<file path="src/rtl/posit_multiplier.sv">
// posit<N,ES> multiplier: decode both operands, multiply mantissas, re-encode with
// round-to-nearest-even and saturation, and register the product.
module posit_multiplier #(
  parameter  int N  = 32,
  parameter  int ES = 4,
  localparam int RS = $clog2(N)
) (
  input  logic         clk,
  input  logic         rst_n,
  input  logic [N-1:0] IN1,
  input  logic [N-1:0] IN2,
  output logic [N-1:0] OUT
);

  localparam int MW = N - ES;         // mantissa width including hidden bit
  localparam int PW = 2 * MW;         // full product width
  localparam int NF = PW - 1;         // fraction width after normalisation
  localparam int SW = RS + ES + 3;    // signed scale width
  localparam int BW = 2 + ES + NF;    // regime seed + exponent + fraction
  localparam int TW = BW + N;         // room for the regime shift without loss

  localparam logic [N-1:0]          NAR    = {1'b1, {(N-1){1'b0}}};
  localparam logic [N-1:0]          MAXPOS = {1'b0, {(N-1){1'b1}}};
  localparam logic [N-1:0]          MINPOS = {{(N-1){1'b0}}, 1'b1};
  localparam logic signed [SW-1:0]  KMAX_S = SW'(N - 2);
  localparam logic signed [SW-1:0]  KMIN_S = SW'(2 - N);
  localparam logic [RS-1:0]         M_ONE  = RS'(1);

  typedef struct packed {
    logic                 sgn;
    logic signed [SW-1:0] scale;
    logic [MW-1:0]        mant;
  } dec_t;

  function automatic dec_t decode(input logic [N-1:0] w);
    dec_t                 d;
    logic [N-2:0]         rem_s;
    logic [N-2:0]         tail_s;
    logic                 run_bit_s;
    logic                 in_run_s;
    logic [RS-1:0]        m_s;
    logic signed [SW-1:0] k_s;
    d.sgn     = w[N-1];
    rem_s     = w[N-1] ? -w[N-2:0] : w[N-2:0];
    run_bit_s = rem_s[N-2];
    in_run_s  = 1'b1;
    m_s       = '0;
    for (int i = N - 2; i >= 0; i--) begin
      if (in_run_s && (rem_s[i] == run_bit_s)) begin
        m_s = m_s + M_ONE;
      end else begin
        in_run_s = 1'b0;
      end
    end
    k_s     = run_bit_s ? (SW'(m_s) - SW'(1)) : -SW'(m_s);
    // drop the run and its terminator; exponent bits past the lsb read as zero
    tail_s  = (rem_s << m_s) << 1'b1;
    d.scale = (k_s <<< ES) + SW'(tail_s[N-2 -: ES]);
    d.mant  = {1'b1, tail_s[N-2-ES:0]};
    return d;
  endfunction

  dec_t                 da_s;
  dec_t                 db_s;
  logic                 sgn_s;
  logic [PW-1:0]        prod_s;
  logic [NF-1:0]        frac_s;
  logic signed [SW-1:0] scale_s;
  logic signed [SW-1:0] k_s;
  logic [ES-1:0]        e_s;
  logic [BW-1:0]        body_s;
  logic [RS-1:0]        sh_s;
  logic [TW-1:0]        wide_s;
  logic [N-2:0]         top_s;
  logic                 guard_s;
  logic                 sticky_s;
  logic                 round_s;
  logic [N-2:0]         mag_s;
  logic [N-1:0]         sel_s;
  logic [N-1:0]         res_s;

  // Decode, multiply and lay out the regime/exponent/fraction string.
  always_comb begin
    da_s    = decode(IN1);
    db_s    = decode(IN2);
    sgn_s   = da_s.sgn ^ db_s.sgn;
    prod_s  = PW'(da_s.mant) * PW'(db_s.mant);
    scale_s = da_s.scale + db_s.scale + SW'(prod_s[PW-1]);
    frac_s  = prod_s[PW-1] ? prod_s[PW-2:0] : {prod_s[PW-3:0], 1'b0};
    k_s     = scale_s >>> ES;
    e_s     = scale_s[ES-1:0];
    // seed "10" sign-extends to k+1 ones; seed "01" shifts in -k zeros before the 1
    if (k_s[SW-1]) begin
      body_s = {2'b01, e_s, frac_s};
      sh_s   = RS'(-k_s - SW'(1));
    end else begin
      body_s = {2'b10, e_s, frac_s};
      sh_s   = RS'(k_s);
    end
    wide_s   = $signed({body_s, {N{1'b0}}}) >>> sh_s;
    top_s    = wide_s[TW-1 -: N-1];
    guard_s  = wide_s[TW-N];
    sticky_s = |wide_s[TW-N-1:0];
    round_s  = guard_s & (sticky_s | top_s[0]);
    mag_s    = top_s + {{(N-2){1'b0}}, round_s};
  end

  // Specials, saturation and sign application.
  always_comb begin
    sel_s = '0;
    res_s = '0;
    if ((IN1 == NAR) || (IN2 == NAR)) begin
      res_s = NAR;
    end else if ((IN1 == '0) || (IN2 == '0)) begin
      res_s = '0;
    end else begin
      if (k_s > KMAX_S) begin
        sel_s = MAXPOS;
      end else if (k_s < KMIN_S) begin
        sel_s = MINPOS;
      end else begin
        sel_s = {1'b0, mag_s};
      end
      res_s = sgn_s ? -sel_s : sel_s;
    end
  end

  // Output register.
  always_ff @(posedge clk or negedge rst_n) begin
    if (!rst_n) begin
      OUT <= '0;
    end else begin
      OUT <= res_s;
    end
  end

endmodule

</file>
<file path="config.mk">
export PLATFORM = sky130hd
export DESIGN_NAME = posit_multiplier
export DESIGN_NICKNAME = d
export VERILOG_FILES = /design/src/rtl/posit_multiplier.sv
export SDC_FILE = /design/constraint.sdc
export NUM_CORES = 2
export LEC_CHECK = 0
export CAP_MARGIN = 20
export CORE_ASPECT_RATIO = 0.8
export CORE_MARGIN = 2
export CORE_UTILIZATION = 65
export DETAILED_ROUTE_END_ITERATION = 8
export DONT_BUFFER_PORTS = 1
export GPL_TIMING_DRIVEN = 0
export HOLD_SLACK_MARGIN = 0.06
export PLACE_DENSITY = 0.81
export SYNTH_ARGS = -nofsm -noshare
export SYNTH_HDL_FRONTEND = slang
export SYNTH_SLANG_ARGS = --single-unit
</file>
<file path="constraint.sdc">
create_clock -name clk -period 0.8 [get_ports clk]
set_input_delay 0.16 -clock clk [delete_from_list [all_inputs] [get_ports clk]]
set_output_delay 0.16 -clock clk [all_outputs]
set_load 0.03 [all_outputs]
</file>
==> results of run 1 <==
-- cells by family after synthesis --
logic type | count (synthesis)
xor gates and xnor gates | 350
muxes | 258
and+or+nand+nor | 2348
buffers and inverters | 1204
AOI/OAI and AO/OA | 1247
DFF | 32
adders and majority gates | 901
-- metal layers --
layer / overflow / track usage (%)
met1: 1 / 79.2
met2: 33 / 91.5
met3: 0 / 68.6
met4: 27 / 72.5
met5: 0 / 46.8
-- what timing repair did --
action                                 in CTS
setup buffers                             346
setup endpoints to repair                  64
endpoints found under the hold margin      32
pin swaps                                 315
gates resized for setup                   861
gates cloned                                8
-- stage by stage --
| stage | cells | cell area (um2) |
|---|---|---|
| CTS | 7630 | 56100 |
| detailed placement | 7282 | 49500 |
| global placement | 7274 | 49400 |
| floorplan | 6340 | 48300 |
==> results.toml, run 1 <==
[synthesis]
synth_compound_area_share_pct = 17.7
synth-simple-area-share_pct = 22.8
synth_area_leaders = "fa_1, nand2_1, ha_1, inv_1, nor2_1"
async_flop_share_pct = 100
yosysUniqueCellTypes = 130
ys_top_cells_by_count = "nand2_1, inv_1, nor2_1"
synth_nets = 7293
synth.area.mux_share_pct = 5.94
syn_inst = 6340
yosysMostFrequentCell = "nand2_1"
synth-edff-count = 0
synthXorXnorAreaFrac_pct = 7.39
syn_area_um2 = 46800
synthAdderAreaFrac_pct = 34.1
synth_top_area_cell = "fa_1"
yosysWarnings = 0
synth-seq-cells = 32
yosys_most_used_dff = "dfrtp_1"
synth_seq_area_share_pct = 1.71
synth_top_family_by_area = "adder cells"
synth_top_area_share_pct = 26.8
syn_area_per_cell_um2 = 7.37

[floorplanning]
num_rows = 87
die_h_um = 244
num_io_pins = 98
die_width_um = 304
start_util_pct = 66.0

[timing]
worst-ep-kind = "register data pin"
postGrtWorstEndpoint = "OUT[29]$_DFF_PN0_/D"

[placement]
place_congestion = 1.11
port_buffers = 0
post-dp-hpwl_um = 155000
dp_slack_ps = -38550

[status]
error_message = "[ERROR GRT-0232] Routing congestion too high. Check the congestion heatmap in the GUI."
status = "did not finish"
haltStage = "global routing (5_1_grt)"

[global_route]
track_usage_pct = 78.5
grt_max_degree = 33
grt_remaining_overflow = 61

[clocking]
cts_buffers = 5
htreeDepth = 2
clock-sinks = 32
clockBufferDepth = 2
clock-root-buffer = "clkbuf_16"
==> run 2, diff against run 1 <==
--- a/config.mk
+++ b/config.mk
@@ -6,14 +6,12 @@
 export NUM_CORES = 2
 export LEC_CHECK = 0
 export CAP_MARGIN = 20
-export CORE_ASPECT_RATIO = 0.8
 export CORE_MARGIN = 2
-export CORE_UTILIZATION = 65
+export CORE_UTILIZATION = 40
 export DETAILED_ROUTE_END_ITERATION = 8
 export DONT_BUFFER_PORTS = 1
 export GPL_TIMING_DRIVEN = 0
-export HOLD_SLACK_MARGIN = 0.06
-export PLACE_DENSITY = 0.81
+export PLACE_DENSITY_LB_ADDON = 0.15
 export SYNTH_ARGS = -nofsm -noshare
 export SYNTH_HDL_FRONTEND = slang
 export SYNTH_SLANG_ARGS = --single-unit
==> results.toml, run 2 <==
[status]
status = "complete, but fails checks"
violations = "hold timing, setup timing"

[setup_path]
arrival_ps = 33430
cpMaxStageDelayCell = "or4_4"
startpoint_type = "input port"
crit_path_frequent_cell = "ha_4"
crit_type = "in -> reg"
critPathMaxStageDelay_ps = 600
cp-end-kind = "flip-flop"
path_max_fanout = 8
crit_required_ps = 940

[drt]
routed.top_layer = "met5"
num_vias = 48800
via_per_inst = 5.92
wl_met2_um = 91200
wl_met1_um = 84500
drt_first_pass_iters = 6
totalWireLength_um = 207000
drc = 0
wl_met3_um = 17600
avgRoutedWirePerCell_um = 25.1
ant_nets = 0
drt_iter0_drc = 4598

[clocking]
clock-root-buffer = "clkbuf_16"
clock-sinks = 32
clk_pin_slew_ps = 50
cts_buffers = 5
cts_tree = "built"
htreeDepth = 2
clockBufferDepth = 2

[synthesis]
yosysMostFrequentCell = "nand2_1"
syn_area_per_cell_um2 = 7.37
yosys_most_used_dff = "dfrtp_1"
synth_seq_area_share_pct = 1.71
syn_area_um2 = 46800
ys_top_cells_by_count = "nand2_1, inv_1, nor2_1"
synth_area_leaders = "fa_1, nand2_1, ha_1, inv_1, nor2_1"
synth-edff-count = 0
yosysUniqueCellTypes = 130
syn_inst = 6340
synth_nets = 7293
synth_top_area_share_pct = 26.8
synth_top_area_cell = "fa_1"
synth-seq-cells = 32
async_flop_share_pct = 100
yosysWarnings = 0

[timing]
grt_setup_unrepaired = "yes"
maxSlewViolCount = 0
whs_ps = -416
worst_pin_slew_ps = 1130
fin_crit_sh_pct = 4160
setup_viol = 64
layout_min_cycle_time_ps = 33290
timing.fmax_mhz = 30.0
finalHoldViolations = 32
max_slew_margin_pct = 24.4
tns_ps = -1024840
setup_slack_ps = -32490

[global_route]
antenna_found_initial = 5
first_global_vias = 48800
grt_remaining_overflow = 0
grt_pass1_wl_um = 309000
track_usage_pct = 33.7
grt_max_degree = 33

[placement]
post-dp-hpwl_um = 164000
place_congestion = 1.09
port_buffers = 0

[final_layout]
most-common-layout-cells = "nand2_1, inv_1, nor2_1, fa_1, buf_4"
syn2layout_area_growth_pct = 23.5
fin_util_pct = 49.8
finalNetCount = 7668
regMostFlops = "OUT"
largestRegisters = "OUT x32"
drive_above_1_share_pct = 21.0
largest_reg_flops = 32
mostFrequentLayoutCell = "nand2_1"

[floorplanning]
num_io_pins = 98
num_rows = 125
die_h_um = 346
dieArea_um2 = 120000
start_util_pct = 40.3
core_area_um2 = 116000
die_width_um = 346

[run]
maxCapViolCount = 0

[worst_hold_path]
hold_path_class = "in -> async"
[run 2: critical path, delay by kind of cell]
kind                       cells  cell delay [ps]
muxes                         16             3600
and+or+nand+nor               34             5870
buffers and inverters         38             4300
adders and majority gates     34            10780
AOI/OAI and AO/OA             45             7710
xor gates and xnor gates       3              880
[run 2: stage by stage]
stage | cells | cell area, um2 | setup slack [ps]
final | 8244 | 57700 | -32490
after global placement | 7864 | 50200 | -39550
after CTS | 8176 | 56300 | -32100
after global routing | 8241 | 57700 | -33670
after floorplan | 6340 | 48300 | -31610
after detailed placement | 7874 | 50300 | -39480
[run 2: layout make-up]
type / instances / area, um2
diodes: 4 / 10.0
plain buffers: 345 / 3400
clock buffers: 8 / 146
fillers: 11500 / 58300
inverters: 845 / 3350
multi-input cells: 5105 / 44800
flip-flops and latches: 32 / 840
well taps: 1524 / 1910
repair buffers: 381 / 3310
[run 2: kinds of logic (layout without fill, tap and decap cells)]
kind of cell | after synthesis | after routing | synth area share, %
xor+xnor | 350 | 350 | 7.39
flops | 32 | 32 | 1.71
simple gates | 2348 | 2349 | 22.8
compound gates | 1247 | 1247 | 17.7
mux | 258 | 258 | 5.94
fa+ha+maj | 901 | 901 | 34.1
buf+inv | 1204 | 1579 | 10.4
other cells | 0 | 4 | 0
[run 2: final timing paths]
check | from | to | slack [ps] | cells past startpoint
worst max-delay path | IN2[7] | OUT[31] | -32490 | 170
worst min-delay path | rst_n | OUT[0] | -420 | 0
max in group asynchronous | rst_n | OUT[17] | 1140 | 0
min in group clk | IN2[30] | OUT[31] | 360 | 3
[run 2: repair_timing]
item,4_1_cts,5_1_grt
buffers inserted,299,67
gates resized for setup,785,264
pin swaps,248,157
hold endpoints to repair,32,32
cloned,6,1
endpoints found under the setup margin,64,64
[run 2: metal layers]
metal / GRT usage, % / up-vias
met5: 0.520 / -
met4: 17.3 / 4
met3: 5.85 / 561
met2: 53.2 / 2337
met1: 44.1 / 24000
li1: - / 21900
Power of run 2 is left out: the tool's default activity adds up to more than one toggle a clock period on the data nets, which glitch-free logic cannot reach.
